## src/rtl/blc_pkg.sv

```systemverilog
// rtl/blc_pkg.sv - shared widths, OB window defaults and FSM encoding for the black-level stage
package blc_pkg;

    localparam int BLC_PIX_W = 10;
    localparam int BLC_SUM_W = 20;
    localparam int BLC_CNT_W = 10;
    localparam int BLC_XY_W  = 12;

    localparam int BLC_OB_X0 = 0;
    localparam int BLC_OB_X1 = 15;
    localparam int BLC_OB_Y0 = 0;
    localparam int BLC_OB_Y1 = 1;

    typedef enum logic [1:0] {
        ST_IDLE  = 2'd0,
        ST_ACCUM = 2'd1,
        ST_ISSUE = 2'd2,
        ST_WAIT  = 2'd3
    } blc_state_t;

endpackage

```

## src/rtl/blc_pos_cnt.sv

```systemverilog
// rtl/blc_pos_cnt.sv - saturating pixel column/row tracker with OB window flag
module blc_pos_cnt
    import blc_pkg::*;
#(
    parameter int XY_W  = BLC_XY_W,
    parameter int OB_X0 = BLC_OB_X0,
    parameter int OB_X1 = BLC_OB_X1,
    parameter int OB_Y0 = BLC_OB_Y0,
    parameter int OB_Y1 = BLC_OB_Y1
) (
    input  logic            clk,
    input  logic            rst,
    input  logic            pix_vld,
    input  logic            sof,
    input  logic            eol,
    output logic [XY_W-1:0] y,
    output logic            in_win
);

    logic [XY_W-1:0] x_q;
    logic [XY_W-1:0] y_q;
    logic [XY_W-1:0] x;
    logic            sof_v;

    function automatic logic [XY_W-1:0] sat_inc(input logic [XY_W-1:0] v);
        return (&v) ? v : v + XY_W'(1);
    endfunction

    // sof relocates the current pixel to (0,0); eol is then applied on top of it
    assign sof_v  = pix_vld & sof;
    assign x      = sof_v ? '0 : x_q;
    assign y      = sof_v ? '0 : y_q;
    assign in_win = (int'(x) >= OB_X0) && (int'(x) <= OB_X1) &&
                    (int'(y) >= OB_Y0) && (int'(y) <= OB_Y1);

    always_ff @(posedge clk or posedge rst) begin
        if (rst) begin
            x_q <= '0;
            y_q <= '0;
        end else if (pix_vld) begin
            if (eol) begin
                x_q <= '0;
                y_q <= sat_inc(y);
            end else begin
                x_q <= sat_inc(x);
                y_q <= y;
            end
        end
    end

endmodule

```

## src/rtl/blc_ob_accum.sv

```systemverilog
// rtl/blc_ob_accum.sv - per-frame OB window sum/count with one divider request per frame
module blc_ob_accum
    import blc_pkg::*;
#(
    parameter int PIX_W = BLC_PIX_W,
    parameter int SUM_W = BLC_SUM_W,
    parameter int CNT_W = BLC_CNT_W,
    parameter int XY_W  = BLC_XY_W,
    parameter int OB_X0 = BLC_OB_X0,
    parameter int OB_X1 = BLC_OB_X1,
    parameter int OB_Y0 = BLC_OB_Y0,
    parameter int OB_Y1 = BLC_OB_Y1
) (
    input  logic             clk,
    input  logic             rst,
    input  logic             pix_vld,
    input  logic             sof,
    input  logic             eol,
    input  logic [PIX_W-1:0] pix_data,
    output logic             data_rdy,
    output logic [SUM_W-1:0] dividend,
    output logic [CNT_W-1:0] divisor,
    output logic             sum_sat,
    output logic             ob_empty
);

    blc_state_t      state;
    logic [SUM_W-1:0] sum, base_sum, acc_sum;
    logic [CNT_W-1:0] cnt, base_cnt, acc_cnt;
    logic [SUM_W:0]   sum_ext;
    logic [XY_W-1:0]  y;
    logic             in_win, start, add, acc_sat, last_eol, pend;

    blc_pos_cnt #(
        .XY_W (XY_W),
        .OB_X0(OB_X0),
        .OB_X1(OB_X1),
        .OB_Y0(OB_Y0),
        .OB_Y1(OB_Y1)
    ) u_pos (
        .clk    (clk),
        .rst    (rst),
        .pix_vld(pix_vld),
        .sof    (sof),
        .eol    (eol),
        .y      (y),
        .in_win (in_win)
    );

    assign start    = pix_vld & sof;
    assign add      = pix_vld & in_win;
    assign last_eol = pix_vld & eol & (int'(y) == OB_Y1);
    assign base_sum = start ? '0 : sum;
    assign base_cnt = start ? '0 : cnt;
    assign sum_ext  = {1'b0, base_sum} + (SUM_W+1)'(pix_data);

    always_comb begin
        acc_sum = base_sum;
        acc_cnt = base_cnt;
        acc_sat = 1'b0;
        if (add) begin
            acc_sum = sum_ext[SUM_W] ? '1 : sum_ext[SUM_W-1:0];
            acc_cnt = (&base_cnt) ? base_cnt : base_cnt + CNT_W'(1);
            acc_sat = sum_ext[SUM_W] | (&base_cnt);
        end
    end

    always_ff @(posedge clk or posedge rst) begin
        if (rst) begin
            state    <= ST_IDLE;
            sum      <= '0;
            cnt      <= '0;
            pend     <= 1'b0;
            data_rdy <= 1'b0;
            dividend <= '0;
            divisor  <= '0;
            sum_sat  <= 1'b0;
            ob_empty <= 1'b0;
        end else begin
            data_rdy <= 1'b0;
            if (state == ST_ISSUE) begin
                if (cnt != '0) begin
                    data_rdy <= 1'b1;
                    dividend <= sum;
                    divisor  <= cnt;
                end else begin
                    ob_empty <= 1'b1;
                end
                state <= ST_WAIT;
                // a sof landing on the issue cycle seeds the next frame; flags clear in WAIT
                if (start) begin
                    pend <= 1'b1;
                    sum  <= acc_sum;
                    cnt  <= acc_cnt;
                end
            end else if (start || (state == ST_WAIT && pend)) begin
                pend     <= 1'b0;
                sum      <= acc_sum;
                cnt      <= acc_cnt;
                sum_sat  <= acc_sat;
                ob_empty <= 1'b0;
                state    <= last_eol ? ST_ISSUE : ST_ACCUM;
            end else if (state == ST_ACCUM && pix_vld) begin
                sum <= acc_sum;
                cnt <= acc_cnt;
                if (acc_sat) sum_sat <= 1'b1;
                if (last_eol) state <= ST_ISSUE;
            end
        end
    end

endmodule
```

## config.mk

```make
export PLATFORM = sky130hd
export DESIGN_NAME = blc_ob_accum
export DESIGN_NICKNAME = d
export VERILOG_FILES = /design/src/rtl/blc_pkg.sv /design/src/rtl/blc_pos_cnt.sv /design/src/rtl/blc_ob_accum.sv
export SDC_FILE = /design/constraint.sdc
export NUM_CORES = 1
export LEC_CHECK = 0
export CORE_MARGIN = 5
export CORE_UTILIZATION = 62
export DETAILED_ROUTE_END_ITERATION = 12
export GPL_TIMING_DRIVEN = 0
export HOLD_SLACK_MARGIN = 0.12
export PLACE_DENSITY = 0.85
export SLEW_MARGIN = 20
export SYNTH_ARGS = -nofsm -noshare
export SYNTH_HDL_FRONTEND = slang
export SYNTH_SLANG_ARGS = --single-unit
```

## constraint.sdc

```tcl
create_clock -name clk -period 4.45 [get_ports clk]
set_input_delay 0.89 -clock clk [delete_from_list [all_inputs] [get_ports clk]]
set_output_delay 0.89 -clock clk [all_outputs]
set_load 0.02 [all_outputs]
```

==> impl_metrics.yaml, run 1 <==
status:
  outcome: "complete, no violations"
global_routing:
  grt_pass1_wl_mm: 21.8
  grt_max_degree: 59
  grt.overflow.total: 0
  grt_usage_pct: 27.0
  antenna_found_initial: 0
  grt_pass1_vias: 4521
clock_tree:
  clk_latency_ns: 0.36
  cts_setup_buffers: 0
  cts_tree: "yes"
  clockBufferDepth: 2
  h-tree-depth: 3
  clkTransAtPathRegs_ns: 0.09
  cts.sinks: 90
  root_buffer: "clkbuf_8"
  cts-hold-fix-buffers: 0
  cts_made_buffers: 9
placed_design:
  dpl_cell_area_um2: 5750
  dp_hpwl_mm: 9.62
  place_congestion: 0.927
  pre_cts_slack_ns: -1.05
  io_buffers: 46
  numPlacedInstances: 691
cells_and_area:
  multiInputGateArea_um2: 2740
  fin_cells: 705
  drive_gt1_share_pct: 10.7
  seq_area_um2: 2250
  fin_area_um2: 5980
  diodes: 0
  fillers: 607
  areaGrowthSynthToFinish_pct: 16.6
  fin_nets: 626
route:
  drc_errors: 0
  wl_mm: 13.4
  ant_nets: 0
  routed_via_density: 6.42
  wl_per_cell_um: 19.1
  drt-initial-drc-count: 302
  first_pass_iters: 6
  dr_total_vias: 4526
critical_path:
  critPathKind: "in -> reg"
  cp-end-kind: "flip-flop"
  cp_data_required_time_ns: 4.70
  worst-path-max-fanout: 19
  crit_arrival_ns: 4.47
  startpoint_type: "input port"
logic_synthesis:
  ys_async_sr_fraction_pct: 100
  ys_top_cells_by_count: "90 x dfrtp_1, 57 x nand2_1, 33 x nor2_1, 33 x o21ai_0, 27 x mux2_2"
  synth_area_leaders: "dfrtp_1 44%, mux2_2 5.9%, nand2_1 4.2%"
  yosys_most_used_dff: "dfrtp_1"
  yosysMostFrequentCell: "dfrtp_1"
  synth_area_um2: 5130
  yosysSeqAreaShare_pct: 43.9
  netlist_instances: 539
  syn_area_per_cell_um2: 9.52
  synth-seq-cells: 90
  synth.top_cell.area_share_pct: 43.9
  synth_area_leader_cell: "dfrtp_1"
  yosys_warnings: 0
  yosysUniqueCellTypes: 56
  synth_edf_count: 0
  synth_nets: 570
min_path:
  hold_path_class: "reg -> reg"
floorplan:
  die_w_um: 101
  fp.dieH_um: 101
  die-area_um2: 10200
  ioPinCount: 48
  num_rows: 33
  start_util_pct: 63.1
  core_um2: 8130
sta:
  clock_skew_ns: 0.0156
  fmax_mhz: 237
  tns_ns: 0
  slew_headroom_pct: 31.9
  period_minus_slack_ns: 4.22
  worst_slack_ns: 0.230
  fin_crit_sh_pct: 94.8
  report.final.slew_viol_count: 0
  hold_viol_final: 0
  setup_viol: 0
  tightest_slew_ns: 1.02
  rsz0062_at_grt: "no"
power:
  power_uw: 2480
  p_leak_uw: 0.00262
  irDropWorstVdd_v: 0.000171
  p_per_area_nw_per_um2: 414
run:
  maxCapViolCount: 0
## power by group
part           total, µW  switching [µW]  internal (µW)
Sequential          1040             106            938
Combinational        807             455            352
Clock                625             306            319
Total               2480             867           1610
## path summary, 6_finish.rpt
kind                           from            to  slack [ns]  depth (start not counted)
min in group asynchronous       rst   dividend[4]        0.88                          2
min                        ob_empty      ob_empty        0.49                          2
max                             sof       sum[10]        0.23                         12
max in group asynchronous       rst  u_pos.y_q[8]        2.94                          3
min reg2reg                ob_empty      ob_empty        0.49                          2
max reg2reg                  sum[0]       sum[10]        1.57                          9
## through the flow
| stage | utilization [%] | hold WS [ns] |
|---|---|---|
| 2_1_floorplan | - | 0.447 |
| 3_3_place_gp | 70.3 | 0.451 |
| 3_5_place_dp | 70.7 | 0.472 |
| 4_1_cts | 73.5 | 0.496 |
| 5_1_grt | 73.5 | 0.516 |
| 6_report | 73.5 | 0.491 |
## state kept, by name (all words and copies together) (netlist names)
| name | cells |
|---|---|
| u_pos.x_q | 12 |
| ob_empty | 1 |
| u_pos.y_q | 12 |
| data_rdy | 1 |
| sum | 20 |
| dividend | 20 |
| sum_sat | 1 |
| state | 2 |
| cnt | 10 |
| divisor | 10 |
| pend | 1 |
## layer usage
| layer | part of all wire [%] | global-route usage [%] | vias up |
|---|---|---|---|
| li1 | - | - | 2077 |
| met1 | 41 | 34.4 | 2227 |
| met2 | 51 | 47.0 | 195 |
| met3 | 5.7 | 3.11 | 27 |
| met4 | 1.9 | 10.7 | 0 |
| met5 | 0 | 0 | - |
## cell families after synthesis
family | after synthesis | share of synthesized area (%)
adders and majority gates | 16 | 4.05
xor gates and xnor gates | 21 | 3.59
and+or+nand+nor | 219 | 22.9
buffers and inverters | 38 | 3.00
AOI/OAI and AO/OA | 121 | 15.2
muxes | 34 | 7.32
DFF | 90 | 43.9
## cell usage in the layout, fill, tap and decap left out, types with 4 or more instances in the layout
| cell | synthesis | final |
|---|---|---|
| a31oi_1 | 8 | 8 |
| o22a_1 | 4 | 4 |
| o22ai_1 | 4 | 4 |
| nand4_1 | 13 | 13 |
| and4_1 | 9 | 9 |
| clkbuf_1 | 21 | 18 |
| mux2_2 | 27 | 27 |
| a21oi_1 | 24 | 24 |
| nor2b_1 | 4 | 4 |
| o2bb2ai_1 | 5 | 5 |
| and2_1 | 22 | 22 |
| mux2i_1 | 6 | 6 |
| xor2_1 | 7 | 7 |
| and3_1 | 13 | 13 |
| nand3_1 | 21 | 21 |
| o21a_1 | 4 | 4 |
| nand2b_1 | 7 | 7 |
| or4_1 | 4 | 4 |
| a21boi_0 | 5 | 5 |
| nand2_1 | 57 | 56 |
| nor2_1 | 33 | 33 |
| clkbuf_8 | 0 | 9 |
| nor3_1 | 16 | 15 |
| dfrtp_1 | 90 | 90 |
| o21ai_0 | 33 | 32 |
| a21o_1 | 6 | 6 |
| xnor2_1 | 14 | 14 |
| nor4_1 | 9 | 9 |
| inv_1 | 13 | 12 |
| ha_1 | 15 | 15 |
| a211oi_1 | 5 | 5 |
| clkdlybuf4s50_1 | 0 | 45 |
| a31o_2 | 4 | 4 |
## worst max-delay path: stages
cell and delay, ns:
clkdlybuf4s50_1 0.67, nand2_4 0.20, clkbuf_2 0.28, and2_1 0.21
ha_1 0.21, fa_1 0.42, a21o_1 0.23, a221oi_2 0.36
o211a_2 0.36, nor3_2 0.10, mux2_1 0.34, o22a_1 0.20
## layout make-up
class / count / area share, %
repair buffers: 47 / 8.14
multi-input cells: 411 / 45.8
plain buffers: 23 / 1.67
inverters: 13 / 0.858
well taps: 105 / 2.20
clock buffers: 10 / 2.13
clock inverters: 6 / 1.51
flip-flops and latches: 90 / 37.7
## repair_timing
action,CTS,global route
gates resized for setup,8,1
endpoints found under the setup margin,47,2
pin swaps,0,0
Power figures use the tool's default switching activity.
==> run 2: changes to the inputs <==
--- a/config.mk
+++ b/config.mk
@@ -5,7 +5,7 @@
 export SDC_FILE = /design/constraint.sdc
 export NUM_CORES = 1
 export LEC_CHECK = 0
-export CORE_MARGIN = 5
+export CORE_MARGIN = 2
 export CORE_UTILIZATION = 62
 export DETAILED_ROUTE_END_ITERATION = 12
 export GPL_TIMING_DRIVEN = 0
==> run 2 against run 1 <==
  * Cell count is 0.14% higher
  * Register-to-register slack better by 0.03 ns
  * Global-route usage is 2.8 points higher
  * Wire length is 6.1% lower
  * Critical path depth is 1 higher
  * Largest cell class unchanged
  * Maximum frequency is 2.1% lower
  * Non-clock buffer count is 1 higher
==> impl_metrics.yaml, run 2 (synthesized netlist as in run 1, its figures left out) <==
status:
  outcome: "complete, no violations"
sta:
  tns_ns: 0
  fin_crit_sh_pct: 96.9
  tightest_slew_ns: 1.02
  report.final.slew_viol_count: 0
  clock_skew_ns: 0.0124
  rsz0062_at_grt: "no"
  fmax_mhz: 232
  hold_viol_final: 0
  period_minus_slack_ns: 4.31
  slew_headroom_pct: 32.1
  setup_viol: 0
floorplan:
  num_rows: 33
  start_util_pct: 63.1
  core_um2: 8130
  die-area_um2: 9020
  ioPinCount: 48
  fp.dieH_um: 95.0
  die_w_um: 95.0
power:
  switching_share_pct: 35.6
  clkPwrFrac_pct: 23.9
  p_sw_uw: 860
  p_per_area_nw_per_um2: 403
  irDropWorstVdd_v: 0.000245
  power.internal_uw: 1550
  power_frac_seq_pct: 43.0
  combPwrFrac_pct: 33.1
  p_leak_uw: 0.00262
route:
  dr_total_vias: 4480
  wl_mm: 12.6
  first_pass_iters: 5
  routed_via_density: 6.35
  drc_errors: 0
  wl_per_cell_um: 17.9
  drt-initial-drc-count: 314
  ant_nets: 0
critical_path:
  crit_arrival_ns: 4.58
  cp-end-kind: "flip-flop"
  worst-path-max-fanout: 11
  reg2reg_depth: 9
  critPathKind: "in -> reg"
  cp_data_required_time_ns: 4.72
  r2r-start: "sum[0]"
  r2r_slack_ns: 1.60
  r2r-end: "sum[10]"
  startpoint_type: "input port"
clock_tree:
  root_buffer: "clkbuf_8"
  cts_tree: "yes"
  h-tree-depth: 3
  cts_setup_buffers: 0
  clk_latency_ns: 0.37
  cts_made_buffers: 9
  clkTransAtPathRegs_ns: 0.10
  clockBufferDepth: 2
  cts.sinks: 90
cells_and_area:
  fin_area_um2: 5990
  fillers: 591
  drive_gt1_share_pct: 11.6
  fin_cells: 706
  fin_nets: 627
  seq_area_um2: 2250
  multiInputGateArea_um2: 2760
  final_cell_mix: "90 x dfrtp_1, 56 x nand2_1, 44 x clkdlybuf4s50_1, 32 x o21ai_0, 32 x nor2_1"
  diodes: 0
  final_common_cell: "dfrtp_1"
  areaGrowthSynthToFinish_pct: 16.7
  top_regs: "dividend (20), sum (20)"
min_path:
  worstHoldPathCells: 2
  hp-start: "sum_sat"
  hold_path_end: "sum_sat"
  hold_path_class: "reg -> reg"
placed_design:
  dpl_cell_area_um2: 5750
  dp_hpwl_mm: 9.02
  place_congestion: 0.911
  numPlacedInstances: 691
  io_buffers: 46
global_routing:
  antenna_found_initial: 0
  grt.overflow.total: 0
  grt_usage_pct: 29.8
  grt_max_degree: 51
  grt_pass1_wl_mm: 20.8
  grt_pass1_vias: 4361
run:
  maxCapViolCount: 0
[run 2: worst max-delay path by stage]
stage               cells past startpoint       to  startpoint  slack, ns
floorplan                              13  sum[10]     pix_vld       0.43
global placement                       14  sum[10]     pix_vld      -0.91
detailed placement                     14  sum[10]     pix_vld      -0.99
CTS                                    13  sum[10]         sof       0.03
global route                           13  sum[10]     pix_vld       0.01
finish                                 13  sum[10]     pix_vld       0.14
[run 2: per-layer routing]
metal / vias up / global-route usage, % / routed length, µm
met5: - / 0 / 0
met2: 197 / 50.1 / 6250
met1: 2161 / 38.8 / 5390
met3: 32 / 4.07 / 682
met4: 0 / 12.3 / 295
li1: 2090 / - / -
[run 2: per-stage QoR]
| step | utilization [%] | power (µW) | setup slack, ns | hold WS, ns |
|---|---|---|---|---|
| floorplan | - | 1570 | 0.435 | 0.447 |
| global placement | 70.3 | 1790 | -0.914 | 0.452 |
| detailed placement | 70.7 | 1830 | -0.986 | 0.455 |
| CTS | 73.4 | 2400 | 0.0299 | 0.478 |
| global route | 73.6 | 2550 | 0.0107 | 0.507 |
| finish | 73.6 | 2410 | 0.140 | 0.472 |
[run 2: worst max-delay path, cell delays in order]
cell	delay (ns)
dlygate4sd2_1	0.48
nand2_2	0.27
clkbuf_2	0.26
clkbuf_2	0.24
and2_1	0.21
ha_1	0.20
fa_1	0.41
a21o_1	0.22
a221oi_2	0.35
o211a_2	0.37
nor3_2	0.10
mux2_1	0.35
o22a_1	0.19
[run 2: final cells by class]
class,count,share of cell area [%]
multi-input combinational,411,46.0
clock buffer,9,2.07
buffer,24,1.76
clock inverter,7,1.28
inverter,13,0.857
sequential,90,37.6
tap,105,2.19
timing repair buffer,47,8.17
[run 2: power groups by stage]
stage	combinational, µW	clock [µW]	sequential, µW
2_1_floorplan	486	0	1080
3_3_place_gp	748	0	1040
3_5_place_dp	774	0	1050
4_1_cts	786	579	1040
5_1_grt	879	613	1060
6_report	800	577	1040
[run 2: what timing repair did]
item	4_1_cts	5_1_grt
setup endpoints to repair	43	30
hold endpoints to repair	0	0
hold buffers	0	0
resized for setup	9	6
